[config.mk]
export PLATFORM = sky130hd
export DESIGN_NAME = res_station
export DESIGN_NICKNAME = d
export VERILOG_FILES = /design/src/rtl/res_station_pkg.sv /design/src/rtl/res_station_operand.sv /design/src/rtl/res_station.sv
export SDC_FILE = /design/constraint.sdc
export NUM_CORES = 1
export LEC_CHECK = 0
export BUFFER_PORTS_ARGS = -buffer_cell sky130_fd_sc_hd__buf_2
export CORE_MARGIN = 2
export CORE_UTILIZATION = 40
export CTS_CLUSTER_SIZE = 20
export DETAILED_ROUTE_END_ITERATION = 6
export GPL_TIMING_DRIVEN = 0
export MAX_ROUTING_LAYER = met4
export PLACE_DENSITY = 0.79
export RECOVER_POWER = 100
export SLEW_MARGIN = 10
export SYNTH_ARGS = -nofsm -noshare
export SYNTH_HDL_FRONTEND = slang
export SYNTH_SLANG_ARGS = --single-unit
[constraint.sdc]
create_clock -name clk -period 3.3 [get_ports clk]
set_input_delay 0.825 -clock clk [delete_from_list [all_inputs] [get_ports clk]]
set_output_delay 0.825 -clock clk [all_outputs]
set_load 0.02 [all_outputs]
[src/rtl/res_station_pkg.sv]
// Shared types for the Tomasulo reservation stations.
//   XLEN / TAG_W : operand width and ROB tag width (8 ROB entries)
//   alu_ops      : operations an ALU can be asked to perform
//   ctl_word     : control word handed over by the issue queue
//   rs_state_t   : reservation-station occupancy state
package tomasula_types;

    localparam int XLEN  = 32;
    localparam int TAG_W = 3;

    typedef enum logic [3:0] {
        ALU_ADD  = 4'd0,
        ALU_SUB  = 4'd1,
        ALU_AND  = 4'd2,
        ALU_OR   = 4'd3,
        ALU_XOR  = 4'd4,
        ALU_SLL  = 4'd5,
        ALU_SRL  = 4'd6,
        ALU_SRA  = 4'd7,
        ALU_SLT  = 4'd8,
        ALU_SLTU = 4'd9
    } alu_ops;

    typedef struct packed {
        alu_ops            op;
        logic [TAG_W-1:0]  rob_tag;
        logic              use_imm;
        logic [XLEN-1:0]   imm;
        logic [4:0]        src1;
        logic [4:0]        src2;
    } ctl_word;

    typedef enum logic [1:0] {
        EMPTY = 2'd0,
        WAIT  = 2'd1,
        READY = 2'd2
    } rs_state_t;

endpackage

[src/rtl/res_station_operand.sv]
// One source operand slot of a reservation station.
// Holds valid/tag/value, captures the operand at load time (with a
// same-cycle CDB bypass) and snoops the CDB while waiting.
//   clear_i        : drop the operand (flush or entry freed); highest priority
//   load_i         : capture busy_i/tag_i/value_i this edge
//   busy_i, tag_i, value_i : operand source at load
//   snoop_i        : station is waiting; allow CDB capture
//   cdb_*_i        : common data bus broadcast
//   valid_o, value_o : registered operand state
//   valid_d_o      : operand validity after this edge (feeds the FSM)
module rs_operand
    import tomasula_types::*;
(
    input  logic             clk,
    input  logic             rst,
    input  logic             clear_i,
    input  logic             load_i,
    input  logic             busy_i,
    input  logic [TAG_W-1:0] tag_i,
    input  logic [XLEN-1:0]  value_i,
    input  logic             snoop_i,
    input  logic             cdb_valid_i,
    input  logic [TAG_W-1:0] cdb_tag_i,
    input  logic [XLEN-1:0]  cdb_value_i,
    output logic             valid_o,
    output logic             valid_d_o,
    output logic [XLEN-1:0]  value_o
);

    logic             valid_q, valid_d;
    logic [TAG_W-1:0] tag_q, tag_d;
    logic [XLEN-1:0]  value_q, value_d;

    always_comb begin
        valid_d = valid_q;
        tag_d   = tag_q;
        value_d = value_q;
        if (clear_i) begin
            valid_d = 1'b0;
            tag_d   = '0;
            value_d = '0;
        end else if (load_i) begin
            tag_d = tag_i;
            if (!busy_i) begin
                valid_d = 1'b1;
                value_d = value_i;
            end else if (cdb_valid_i && (cdb_tag_i == tag_i)) begin
                // Producer broadcasts in the very cycle we are issued.
                valid_d = 1'b1;
                value_d = cdb_value_i;
            end else begin
                valid_d = 1'b0;
                value_d = '0;
            end
        end else if (snoop_i && !valid_q && cdb_valid_i && (cdb_tag_i == tag_q)) begin
            // Gate on !valid_q: tag 0 is a real tag, and a captured value
            // must never be replaced by a later broadcast.
            valid_d = 1'b1;
            value_d = cdb_value_i;
        end
    end

    always_ff @(posedge clk or posedge rst) begin
        if (rst) begin
            valid_q <= 1'b0;
            tag_q   <= '0;
            value_q <= '0;
        end else begin
            valid_q <= valid_d;
            tag_q   <= tag_d;
            value_q <= value_d;
        end
    end

    assign valid_o   = valid_q;
    assign valid_d_o = valid_d;
    assign value_o   = value_q;

endmodule

[src/rtl/res_station.sv]
// Single-entry Tomasulo reservation station.
// Captures an issued op and its operands, waits on the CDB for missing
// operands, then offers the op to the ALU.
// Handshake: alu_valid/alu_ready; the op transfers on any clock edge where
// both are 1. While alu_valid=1 and alu_ready=0, alu_op/alu_a/alu_b/
// alu_dest_tag hold stable. alu_valid never drops without a transfer,
// except on flush or reset.
//   clk, rst          : clock, asynchronous active-high reset
//   load, control_i   : issue-queue load pulse and control word
//   rs1_*, rs2_*      : register-file operand sources
//   cdb_*             : common data bus
//   flush             : squash the entry
//   alu_ready         : ALU accepts
//   empty             : station free (registered, no input path)
//   alu_valid, alu_op, alu_a, alu_b, alu_dest_tag : ALU request
//   state_o           : current state, for debug
module res_station
    import tomasula_types::*;
(
    input  logic             clk,
    input  logic             rst,
    input  logic             load,
    input  ctl_word          control_i,
    input  logic             rs1_busy,
    input  logic [TAG_W-1:0] rs1_tag,
    input  logic [XLEN-1:0]  rs1_value,
    input  logic             rs2_busy,
    input  logic [TAG_W-1:0] rs2_tag,
    input  logic [XLEN-1:0]  rs2_value,
    input  logic             cdb_valid,
    input  logic [TAG_W-1:0] cdb_tag,
    input  logic [XLEN-1:0]  cdb_value,
    input  logic             flush,
    input  logic             alu_ready,
    output logic             empty,
    output logic             alu_valid,
    output alu_ops           alu_op,
    output logic [XLEN-1:0]  alu_a,
    output logic [XLEN-1:0]  alu_b,
    output logic [TAG_W-1:0] alu_dest_tag,
    output rs_state_t        state_o
);

    rs_state_t        state_q, state_d;
    alu_ops           op_q;
    logic [TAG_W-1:0] dest_q;

    logic load_en, clear, snoop;
    logic a_valid, a_valid_d, b_valid, b_valid_d;
    logic b_busy;
    logic [XLEN-1:0] b_src;

    // Register-select fields are decoded upstream; not needed here.
    logic unused_src;
    assign unused_src = ^{control_i.src1, control_i.src2};

    assign load_en = load && (state_q == EMPTY) && !flush;
    assign clear   = flush || ((state_q == READY) && alu_ready);
    assign snoop   = (state_q == WAIT);

    // An immediate replaces src2 outright; rs2_* are don't-care then.
    assign b_busy = rs2_busy && !control_i.use_imm;
    assign b_src  = control_i.use_imm ? control_i.imm : rs2_value;

    rs_operand u_src1 (
        .clk(clk), .rst(rst), .clear_i(clear), .load_i(load_en),
        .busy_i(rs1_busy), .tag_i(rs1_tag), .value_i(rs1_value),
        .snoop_i(snoop), .cdb_valid_i(cdb_valid), .cdb_tag_i(cdb_tag),
        .cdb_value_i(cdb_value),
        .valid_o(a_valid), .valid_d_o(a_valid_d), .value_o(alu_a)
    );

    rs_operand u_src2 (
        .clk(clk), .rst(rst), .clear_i(clear), .load_i(load_en),
        .busy_i(b_busy), .tag_i(rs2_tag), .value_i(b_src),
        .snoop_i(snoop), .cdb_valid_i(cdb_valid), .cdb_tag_i(cdb_tag),
        .cdb_value_i(cdb_value),
        .valid_o(b_valid), .valid_d_o(b_valid_d), .value_o(alu_b)
    );

    logic unused_valid;
    assign unused_valid = a_valid ^ b_valid;

    always_comb begin
        state_d = state_q;
        if (flush) begin
            state_d = EMPTY;
        end else begin
            case (state_q)
                EMPTY:   if (load) state_d = (a_valid_d && b_valid_d) ? READY : WAIT;
                WAIT:    if (a_valid_d && b_valid_d) state_d = READY;
                READY:   if (alu_ready) state_d = EMPTY;
                default: state_d = EMPTY;
            endcase
        end
    end

    always_ff @(posedge clk or posedge rst) begin
        if (rst) begin
            state_q <= EMPTY;
            op_q    <= ALU_ADD;
            dest_q  <= '0;
        end else begin
            state_q <= state_d;
            if (load_en) begin
                op_q   <= control_i.op;
                dest_q <= control_i.rob_tag;
            end
        end
    end

    assign empty        = (state_q == EMPTY);
    assign alu_valid    = (state_q == READY);
    assign alu_op       = op_q;
    assign alu_dest_tag = dest_q;
    assign state_o      = state_q;

    always @(posedge clk) begin
        if (!rst) begin
            assert (!(load && (state_q != EMPTY)))
                else $warning("res_station: load while occupied ignored");
        end
    end

endmodule

### After elaboration in Yosys (flattened, before gate mapping)

Cells that the tools add are included.
Widths: inputs -> output; s select.

| word-level totals | value |
|---|---|
| bits of input ports | 163 |
| flip-flop bits (word level) | 81 |
| output and inout bits | 75 |

| cells by class | value |
|---|---|
| reductions and logical operators | 23 |
| mux-type cells | 31 |
| eq/ne operators | 9 |

Operator list:

| cell | count |
|---|---|
| $mux 32 | 11 |
| $logic_and 1x1->1 | 13 |
| $eq 3x3->1 | 4 |
| $mux 3 | 4 |
| $mux 1 | 10 |
| $mux 2 | 5 |
| $ne 3x3->1 const B | 3 |
| $pmux 2 s3 | 1 |
| $reduce_bool 3->1 | 2 |
| $logic_not 1->1 | 4 |
| $reduce_and 3->1 | 1 |
| $eq 2x1->1 const B | 1 |
| $eq 2x2->1 const B | 1 |
| $logic_not 2->1 | 1 |
| $reduce_bool 2->1 | 1 |
| $logic_or 1x1->1 | 1 |

### Depth between registers and ports, before layout

Gate-level depths: netlist of the first run.

| depth | value |
|---|---|
| depth after elaboration | 12 |
| mapped depth | 7 |

### Cells and area by module

Synthesis of the first run repeated with hierarchy kept, for this count alone.

| second synthesis, totals | value |
|---|---|
| cell total of the unflattened synthesis | 396 |
| area total of the unflattened synthesis | 4215.3 µm² |

By module, submodules not included:

| module | cells an instance | instances | area an instance (µm²) | seq. area each (µm²) |
|---|---|---|---|---|
| rs_operand | 166 | 2 | 1719.1 | 900.9 |
| res_station | 64 | 1 | 777.0 | 225.2 |

### Worst setup path after synthesis of the first run

OpenSTA, ideal clock, no wires.

| timing | value |
|---|---|
| kind | input-to-reg |
| start point | input flush |
| end point | register state_q[1] (netlist: state_o[1]) |
| setup slack | 1.239 ns |
| arrival time | 1.940 ns |
| path buffers | 1 |
| cell stages on the path | 5 |
| setup time | 0.122 ns |
| cell sequence | or4b_1 > buf_2 > nor4b_2 > nor2_1 > a32o_1 |

| on the way | value |
|---|---|
| longest elaborated chain between the ends | 9 |
| elaborated cells between the ends (all ways) | 16 |
| classes of those cells | eq/ne: 3; mux: 8; reduce/logical: 5 |

Ends and longest elaborated chain:

| item | line | text |
|---|---|---|
| start, declared | res_station.sv:33 | `input logic flush,` |
| $logic_not 1->1 | res_station.sv:57 | `assign load_en = load && (state_q == EMPTY) && !flush;` |
| $logic_and 1x1->1 | res_station.sv:57 |  |
| $mux 1 | res_station_operand.sv:42 | `end else if (load_i) begin` |
| $mux 1 (*) | res_station_operand.sv:38 | `if (clear_i) begin` |
| via b_valid_d | res_station.sv:49 | `logic a_valid, a_valid_d, b_valid, b_valid_d;` |
| $logic_and 1x1->1 (*) | res_station.sv:90, res_station.sv:91 |  |
| $mux 2 (2 in series) | res_station.sv:90 | `EMPTY: if (load) state_d = (a_valid_d && b_valid_d) ? READY : WAIT;` |
| $pmux 2 s3 | res_station.sv:89 | `case (state_q)` |
| $mux 2 | res_station.sv:86 | `if (flush) begin` |
| end signal, assigned | res_station.sv:104 | `state_q <= state_d;` |
| end, declared | res_station.sv:44 | `rs_state_t state_q, state_d;` |

The timed path passes the listed nets; every way through them passes the cells marked *. The select of a mux whose other input is x is not followed.
A chain may end at the register's enable or synchronous reset.

### Worst setup path after layout of the first run

| timing | value |
|---|---|
| start point | input cdb_tag[2] |
| end point | register u_src1.value_q[22] (netlist: u_src1.value_o[22]) |

| on the way | value |
|---|---|
| longest elaborated chain between the ends | 6 |
| elaborated cells between the ends (all ways) | 9 |
| classes of those cells | eq/ne: 2; mux: 4; reduce/logical: 3 |

Ends and longest elaborated chain:

| item | line | text |
|---|---|---|
| start, declared | res_station.sv:31 | `input logic [TAG_W-1:0] cdb_tag,` |
| $eq 3x3->1 | res_station_operand.sv:47 | `end else if (cdb_valid_i && (cdb_tag_i == tag_i)) begin` |
| $logic_and 1x1->1 | res_station_operand.sv:47 |  |
| $mux 32 | res_station_operand.sv:47 |  |
| $mux 32 | res_station_operand.sv:44 | `if (!busy_i) begin` |
| $mux 32 | res_station_operand.sv:42 |  |
| $mux 32 | res_station_operand.sv:38 |  |
| end signal, assigned | res_station_operand.sv:71 | `value_q <= value_d;` |
| end, declared | res_station_operand.sv:32 | `logic [XLEN-1:0] value_q, value_d;` |

Parallel ways exist; a longest one is shown, timed or not.

==> results.toml, run 1 <==
[drt]
first_iter_violations = 455
detail-route-antenna-nets = 0
drtPass1Iterations = 6
wl_um = 16290
vias_per_cell = 5.728
num_vias = 5235
drcViolationCount = 0
wire_per_inst_um = 17.82

[placed_design]
gp_congestion = 0.8927
portBuffers = 225
dp_cells = 901
hpwl_um = 12110
placed_cell_area_um2 = 5894
pre_cts_ws_ns = 0.4403

[worst_setup_path]
path_buf_inv = 2
cp-end-kind = "flip-flop"
crit_slowest_cell = "o21ai_0"
slowest_delay_ns = 0.93
worst-path-max-fanout = 10
critPathLaunchType = "input pin"
cp_data_arrival_time_ns = 3.03
crit_family = "compound AO/OA/AOI/OAI gates"
path_cells = "buf_2 -> xnor2_1 -> nand4_1 -> o21ai_0 -> clkbuf_1 -> a22oi_1 -> o2bb2ai_1"
required_ns = 3.55
cp.depth = 7
reg2reg_depth = 7
critPathKind = "input pin to flip-flop"

[finish]
drive_gt1_frac = 0.2335
syn2layout_area_growth_pct = 32.79
diodes = 0
seqCellArea_um2 = 2027
final_area_um2 = 6065
nFillCells = 1134
multi_input_area_um2 = 2333
final_cells = 914
final_nets = 932

[logic_synthesis]
yosys.area.top_type = "dfrtp_1"
synth_edf_count = 0
yosysTopAreaCellShare = 0.4438
ys_ff_latch = 81
seq_area_frac_synth = 0.4438
syn-num-nets = 695
syn_area_per_cell_um2 = 8.584
ys_types = 37
synthFlopType = "dfrtp_1"
synth_top_cells_by_count = "95 x nand2_1, 81 x dfrtp_1, 72 x nor2_1"
synthesis.area_um2 = 4567
yosysWarnings = 0
syn_inst = 532
postSynth.asyncResetShare = 1.000
synth_most_common_cell = "nand2_1"
synth_area_leaders = "dfrtp_1 44%, o2bb2ai_1 12%, a31oi_1 8.5%"

[min_path]
whs_path_depth = 2
hold_class = "flip-flop to flip-flop"

[global_route]
grt_max_degree = 43
grt_use_total = 0.2682
grt_overflow = 0
grt_first_pass_wirelength_um = 25700
grt_pass1_vias = 5046
antenna_found_initial = 0

[clocking]
clk_pin_slew_worst_paths_ns = 0.06
post_cts_resized = 0
clock_sinks = 81
clk_latency_ns = 0.33
tritoncts = "done"
htreeDepth = 3
clock_path_buffers = 2
cts_hold_buf = 0
cts_made_buffers = 9
cts.repair_timing.setup_buffer_count = 0
cts-root-buf = "clkbuf_16"

[sta]
rsz0062_at_grt = "no"
skew_ns = 0.007635
finalHoldViolCount = 0
slew_viol_final = 40
period_share = 0.8423
tightest_slew_ns = 1.827
slew_headroom = -0.2246
setup_slack_ns = 0.5206
max_freq_ghz = 0.3598
finalSetupViolations = 0
finalCriticalPeriod_ns = 2.779

[pwr]
vdd_drop_max_v = 0.0002100
p_per_area_nw_per_um2 = 431.9
power.total_mw = 2.619
total_leakage_power_nw = 2.759

[die]
pin_count = 238
num_rows = 39
die_x_um = 110.9
start_util = 0.4052
core-area_um2 = 11270
dieArea_um2 = 12290
die_h_um = 110.9

[run_status]
violations = "capacitance limit, slew limit"
status = "finished with violations"

[run]
maxCapViolations = 1
## worst paths after layout
kind | from | end | slack, ns
setup / recovery | cdb_tag[2] | u_src1.value_o[22] | 0.52
hold / removal | alu_op[2] | alu_op[2] | 0.48
setup reg to reg | state_o[1] | u_src2.value_o[4] | 0.54
hold reg to reg | alu_op[2] | alu_op[2] | 0.48
max in group asynchronous | rst | u_src1.value_o[3] | 1.45
min in group asynchronous | rst | u_src1.valid_o | 0.95
## cells by family (layout without fill, tap and decap cells)
group,after synthesis,after routing,synth area share
AOI/OAI and AO/OA,199,199,0.3104
xor gates and xnor gates,12,12,0.02301
buffers and inverters,49,288,0.04521
DFF,81,81,0.4438
muxes,1,1,0.002192
and+or+nand+nor,190,190,0.1753
## sequential cells by signal (all words and copies together) (netlist names)
name            flops
alu_dest_tag        3
u_src1.value_o     32
u_src2.valid_o      1
u_src1.valid_o      1
state_o             2
alu_op              4
u_src2.value_o     32
u_src2.tag_q        3
u_src1.tag_q        3
## power by group
group | internal [mW] | leakage (nW) | switching [mW] | total, mW
Sequential | 1.06 | 1.10 | 0.0409 | 1.10
Combinational | 0.213 | 1.53 | 0.381 | 0.594
Clock | 0.559 | 0.134 | 0.369 | 0.928
## cell usage in the layout, fill, tap and decap left out, types with 2 or more instances in the layout
| master | n |
|---|---|
| a22oi_1 | 32 |
| a31oi_1 | 62 |
| buf_2 | 161 |
| clkbuf_1 | 111 |
| clkbuf_16 | 9 |
| clkbuf_8 | 3 |
| dfrtp_1 | 81 |
| nand2_1 | 95 |
| nand3_1 | 6 |
| nor2_1 | 72 |
| nor2b_1 | 3 |
| nor3_1 | 2 |
| nor4_1 | 2 |
| o21ai_0 | 32 |
| o21ai_1 | 2 |
| o2bb2ai_1 | 64 |
| xnor2_1 | 6 |
| xor2_1 | 6 |
## area by class of cell
| type | instances | share of cell area |
|---|---|---|
| inverters | 2 | 0.001444 |
| plain buffers | 47 | 0.03198 |
| flip-flops and latches | 81 | 0.3342 |
| multi-input cells | 402 | 0.3848 |
| well taps | 143 | 0.02950 |
| repair buffers | 226 | 0.1735 |
| clock buffers | 13 | 0.04456 |
## tightest hold or removal path, cell delays in order (launching register included)
cell     delay, ns
dfrtp_1       0.34
nand2_1       0.05
nand2_1       0.06
## metrics by stage
step           hold WS, ns    util  TNS, ns
2_1_floorplan       0.4870       -        0
3_3_place_gp        0.4587  0.5209   -53.01
3_5_place_dp        0.4603  0.5229        0
4_1_cts             0.4806  0.5469        0
5_1_grt             0.5018  0.5380        0
6_report            0.4777  0.5380        0
## routing by layer
metal	up-vias	wire length, µm	global-route usage
li1	2441	-	-
met1	2493	7168	0.3627
met2	271	7626	0.4139
met3	30	1127	0.03609
met4	0	370	0.1017
met5	-	0	-
No activity file was read; power rests on OpenSTA's default activity.
==> run 2: changes to the inputs <==
PLACE_DENSITY = 0.82   (was 0.79)
clock period = 2.4 ns   (was 3.3 ns; I/O delays follow)
==> run 2 against run 1 <==
Against the previous run: the run ends with DRC left; clock skew is essentially flat; wire length rose by 2.0%; critical path depth stayed put; final area grew 1.7%; setup slack worse by 0.37 ns; critical path type is now flip-flop to flip-flop; highest routed layer unchanged.
==> results.toml, run 2 (same netlist as run 1, synthesis figures left out) <==
[worst_setup_path]
critPathKind = "flip-flop to flip-flop"
slowest_delay_ns = 0.60
path_buf_inv = 2
critPathLaunchType = "flip-flop"
crit_family = "compound AO/OA/AOI/OAI gates"
path_cells = "buf_2 -> nand3b_1 -> nor4_2 -> nor2b_1 -> o21ai_1 -> clkbuf_1 -> o2bb2ai_1"
worst-path-max-fanout = 10
required_ns = 2.60
crit_slowest_cell = "o21ai_1"
cp-end-kind = "flip-flop"
cp_data_arrival_time_ns = 2.45

[drt]
detail-route-antenna-nets = 0
wl_um = 16610
drtPass1Iterations = 7
vias_per_cell = 5.745
drcViolationCount = 1
first_iter_violations = 507
wire_per_inst_um = 18.03
num_vias = 5291

[sta]
max_freq_ghz = 0.4455
finalHoldViolCount = 0
period_share = 0.9352
finalSetupViolations = 0
slew_viol_final = 0
rsz0062_at_grt = "no"
finalCriticalPeriod_ns = 2.245
skew_ns = 0.007865
setup_slack_ns = 0.1554
tightest_slew_ns = 0.9383
slew_headroom = 0.3744

[finish]
diodes = 0
nFillCells = 1125
drive_gt1_frac = 0.2468
syn2layout_area_growth_pct = 35.07
layout_commonest_cell = "buf_2"
seqCellArea_um2 = 2027
multi_input_area_um2 = 2337
final_cell_mix = "162 x buf_2, 107 x clkbuf_1, 95 x nand2_1"
final_nets = 936
final_area_um2 = 6168

[global_route]
grt_use_total = 0.2749
grt_max_degree = 38
antenna_found_initial = 0
grt_pass1_vias = 5137
grt_first_pass_wirelength_um = 26280
grt_overflow = 0

[pwr]
p_per_area_nw_per_um2 = 640.7
vdd_drop_max_v = 0.0003075
total_leakage_power_nw = 2.821
power.total_mw = 3.952

[die]
die_h_um = 110.9
die_x_um = 110.9
dieArea_um2 = 12290
start_util = 0.4052
pin_count = 238
core-area_um2 = 11270
num_rows = 39

[run_status]
violations = "DRC"
status = "finished with violations"

[clocking]
cts_made_buffers = 9
htreeDepth = 3
clock_sinks = 81
tritoncts = "done"
clk_pin_slew_worst_paths_ns = 0.06
clk_latency_ns = 0.34
clock_path_buffers = 2
cts-root-buf = "clkbuf_16"

[placed_design]
placed_cell_area_um2 = 5916
gp_congestion = 0.8980
pre_cts_ws_ns = -0.2871
portBuffers = 225
hpwl_um = 12200

[run]
maxCapViolations = 0

[min_path]
hold_class = "input pin to async pin"
run 2: cell count changes in the layout (fill, tap and decap cells not counted), sizes merged:
cell,change
clkbuf,-2
clkinv,+2
bufinv,+3
clkinvlp,+1
buf,+3
run 2: path summary, 6_finish.rpt:
check / startpoint / end / slack (ns) / cells past startpoint
worst min-delay path: rst / alu_op[1] / 0.24 / 2
min in group clk: control_i[49] / alu_op[3] / 0.46 / 3
worst min register to register: alu_op[1] / alu_op[1] / 0.48 / 2
max in group asynchronous: rst / u_src2.value_o[2] / 0.94 / 3
worst max register to register: state_o[1] / u_src1.value_o[17] / 0.16 / 7
worst max-delay path: state_o[1] / u_src1.value_o[17] / 0.16 / 7
run 2: area by class of cell:
class | instances | share of cell area
Buffer | 47 | 0.03225
Clock buffer | 10 | 0.03874
Clock inverter | 6 | 0.01866
Inverter | 2 | 0.001420
Multi-Input combinational cell | 402 | 0.3789
Sequential cell | 81 | 0.3286
Tap cell | 143 | 0.02901
Timing Repair Buffer | 230 | 0.1724
run 2: routing by layer:
layer | part of all wire | global-route usage
met1 | 0.42 | 0.3611
met2 | 0.48 | 0.4429
met4 | 0.020 | 0.08750
met5 | 0 | -
met3 | 0.074 | 0.03937
run 2: power breakdown:
part           leakage [nW]  switching, mW  total, mW  internal (mW)
Combinational          1.55          0.529      0.824          0.295
Clock                 0.169          0.573       1.62           1.05
Sequential             1.10         0.0543       1.51           1.45
Total                  2.82           1.16       3.95           2.80
run 2: per-stage QoR:
step / setup TNS (ns) / std cells / hold slack [ns] / utilization
after floorplan: 0 / 532 / 0.4870 / -
after global placement: -8.777 / 900 / 0.4584 / 0.5213
after detailed placement: -8.908 / 902 / 0.4575 / 0.5248
after CTS: 0 / 918 / 0.2092 / 0.5566
after global routing: 0 / 921 / 0.2510 / 0.5472
final: 0 / 921 / 0.2417 / 0.5472
run 2: repair_timing:
action	4_1_cts	5_1_grt
gates resized for setup	1	3
pin swaps	0	1
buffers inserted	0	3
endpoints found under the setup margin	30	53
gates cloned	0	0
hold buffers	0	0
==> run 3: changes to the inputs <==
ABC_AREA = 1   (was unset)
PLACE_DENSITY = 0.78   (was 0.82)
clock period = 2.3 ns   (was 2.4 ns; I/O delays follow)
==> run 3 against run 2 <==
Against the previous run: the flow now finishes without violations; via count up 9.1%; clock skew down 0.0014 ns; power up 7.6%; final area up 5.9%; largest power group is now sequential cells.
==> results.toml, run 3 <==
[run_status]
status = "completed"

[worst_setup_path]
path_buf_inv = 4
cp.depth = 9
worst-path-max-fanout = 10
critPathLaunchType = "flip-flop"
path_cells = "nor2_1 -> nand3_1 -> buf_6 -> inv_4 -> a21oi_1 -> inv_1 -> clkbuf_2 -> o2111ai_1 -> nand2_1"
crit_slowest_cell = "dfrtp_1"
critPathKind = "flip-flop to flip-flop"
cp_data_arrival_time_ns = 2.31
crit_family = "buffers and inverters"
cp-end-kind = "flip-flop"
slowest_delay_ns = 0.47
required_ns = 2.58
reg2reg_depth = 9

[pwr]
total_leakage_power_nw = 3.283
p_per_area_nw_per_um2 = 651.0
vdd_drop_max_v = 0.0002890
p_int_mw = 2.780
pwr-share-clk = 0.327
p_switching_mw = 1.474
switching_share = 0.3466
power.total_mw = 4.254
seqPwrFrac = 0.392
combinationalPowerShare = 0.281

[logic_synthesis]
synthesis.area_um2 = 5011
syn-num-nets = 829
yosys.area.top_type = "dfrtp_1"
yosysTopAreaCellShare = 0.4045
ys_types = 35
synthFlopType = "dfrtp_1"
synth_area_leaders = "dfrtp_1 40%, nand2_1 14%, o21ai_1 5.9%"
yosysWarnings = 0
syn_area_per_cell_um2 = 7.524
ys_ff_latch = 81
synth_most_common_cell = "nand2_1"
synth_top_cells_by_count = "186 x nand2_1, 81 x dfrtp_1, 59 x o21ai_1"
seq_area_frac_synth = 0.4045
synth_edf_count = 0
syn_inst = 666
postSynth.asyncResetShare = 1.000

[global_route]
antenna_found_initial = 0
grt_use_total = 0.2843
grt_overflow = 0
grt_pass1_vias = 5636
grt_first_pass_wirelength_um = 28260
grt_max_degree = 36

[sta]
slew_viol_final = 0
tightest_slew_ns = 0.9232
rsz0062_at_grt = "no"
skew_ns = 0.006504
finalSetupTns_ns = 0
finalCriticalPeriod_ns = 2.040
finalSetupViolations = 0
period_share = 0.8868
max_freq_ghz = 0.4903
slew_headroom = 0.3845
finalHoldViolCount = 0

[clocking]
clock_sinks = 81
cts_made_buffers = 9
cts_hold_buf = 0
cts-root-buf = "clkbuf_16"
tritoncts = "done"
post_cts_resized = 0
clock_path_buffers = 2
clk_pin_slew_worst_paths_ns = 0.06
clk_latency_ns = 0.34
cts.repair_timing.setup_buffer_count = 0
htreeDepth = 3

[finish]
final_cell_mix = "186 x nand2_1, 162 x buf_2, 99 x clkbuf_1"
final_area_um2 = 6535
final_util = 0.5396
drive_gt1_frac = 0.2357
nFillCells = 1288
syn2layout_area_growth_pct = 30.41
layout_commonest_cell = "nand2_1"
diodes = 0
final_cells = 1076
final_nets = 1069

[drt]
drtPass1Iterations = 5
vias_per_cell = 5.362
drcViolationCount = 0
detail-route-antenna-nets = 0
wire_per_inst_um = 17.39
num_vias = 5770
first_iter_violations = 392
wl_um = 18710

[placed_design]
placed_cell_area_um2 = 6401
portBuffers = 227
dp_cells = 1063
hpwl_um = 14040
gp_congestion = 0.8999

[die]
pin_count = 238
die_x_um = 115.9
num_rows = 40
die_h_um = 115.9
dieArea_um2 = 13440
start_util = 0.4137
core-area_um2 = 12110

[min_path]
hold_class = "input pin to async pin"

[run]
maxCapViolations = 0
==> run 3: path summary, 6_finish.rpt <==
check / start / to / slack, ns
max: state_o[1] / u_src1.value_o[3] / 0.26
min: rst / u_src2.value_o[7] / 0.27
min in group clk: control_i[48] / alu_op[2] / 0.43
min reg2reg: u_src1.value_o[27] / u_src1.value_o[27] / 0.48
max in group asynchronous: rst / u_src1.value_o[20] / 0.77
max reg2reg: state_o[1] / u_src1.value_o[3] / 0.26
==> run 3: cell families (layout without fill, tap and decap cells) <==
family | Yosys count | in the layout | share of synthesized area
DFF | 81 | 81 | 0.4045
buffers and inverters | 104 | 346 | 0.09039
AOI/OAI and AO/OA | 222 | 222 | 0.2856
and+or+nand+nor | 256 | 256 | 0.2142
xor gates and xnor gates | 3 | 3 | 0.005244
==> run 3: through the flow <==
| step | hold slack (ns) | setup WS [ns] |
|---|---|---|
| after global placement | 0.4587 | 0.07532 |
| after CTS | 0.2155 | 0.3835 |
| after detailed placement | 0.4608 | 0.08855 |
| after floorplan | 0.4719 | 0.4928 |
| after global routing | 0.3108 | 0.1320 |
| final | 0.2672 | 0.2605 |
==> run 3: final cells by class <==
type                       instances  area [µm²]  area share
multi-input combinational        481        2521      0.3858
sequential                        81        2027      0.3102
timing repair buffer             229        1052      0.1610
buffer                            48       237.7     0.03638
clock buffer                       9       225.2     0.03446
inverter                          56       214.0     0.03274
tap                              168       210.2     0.03217
clock inverter                     4       47.55    0.007276
==> run 3: metal layers <==
metal | share of wire | track usage | routed length, µm | up-vias
met5 | 0 | - | 0 | -
met4 | 0.019 | 0.1048 | 352 | 0
li1 | - | - | - | 2778
met1 | 0.42 | 0.3579 | 7847 | 2696
met2 | 0.47 | 0.4561 | 8868 | 264
met3 | 0.088 | 0.05544 | 1644 | 32
==> run 3: power groups by stage <==
stage	clock (mW)	combinational, mW	sequential, mW
2_1_floorplan	0	0.563	1.85
3_3_place_gp	0	1.22	1.68
3_5_place_dp	0	1.25	1.68
4_1_cts	1.41	1.25	1.66
5_1_grt	1.47	1.31	1.68
6_report	1.39	1.19	1.67
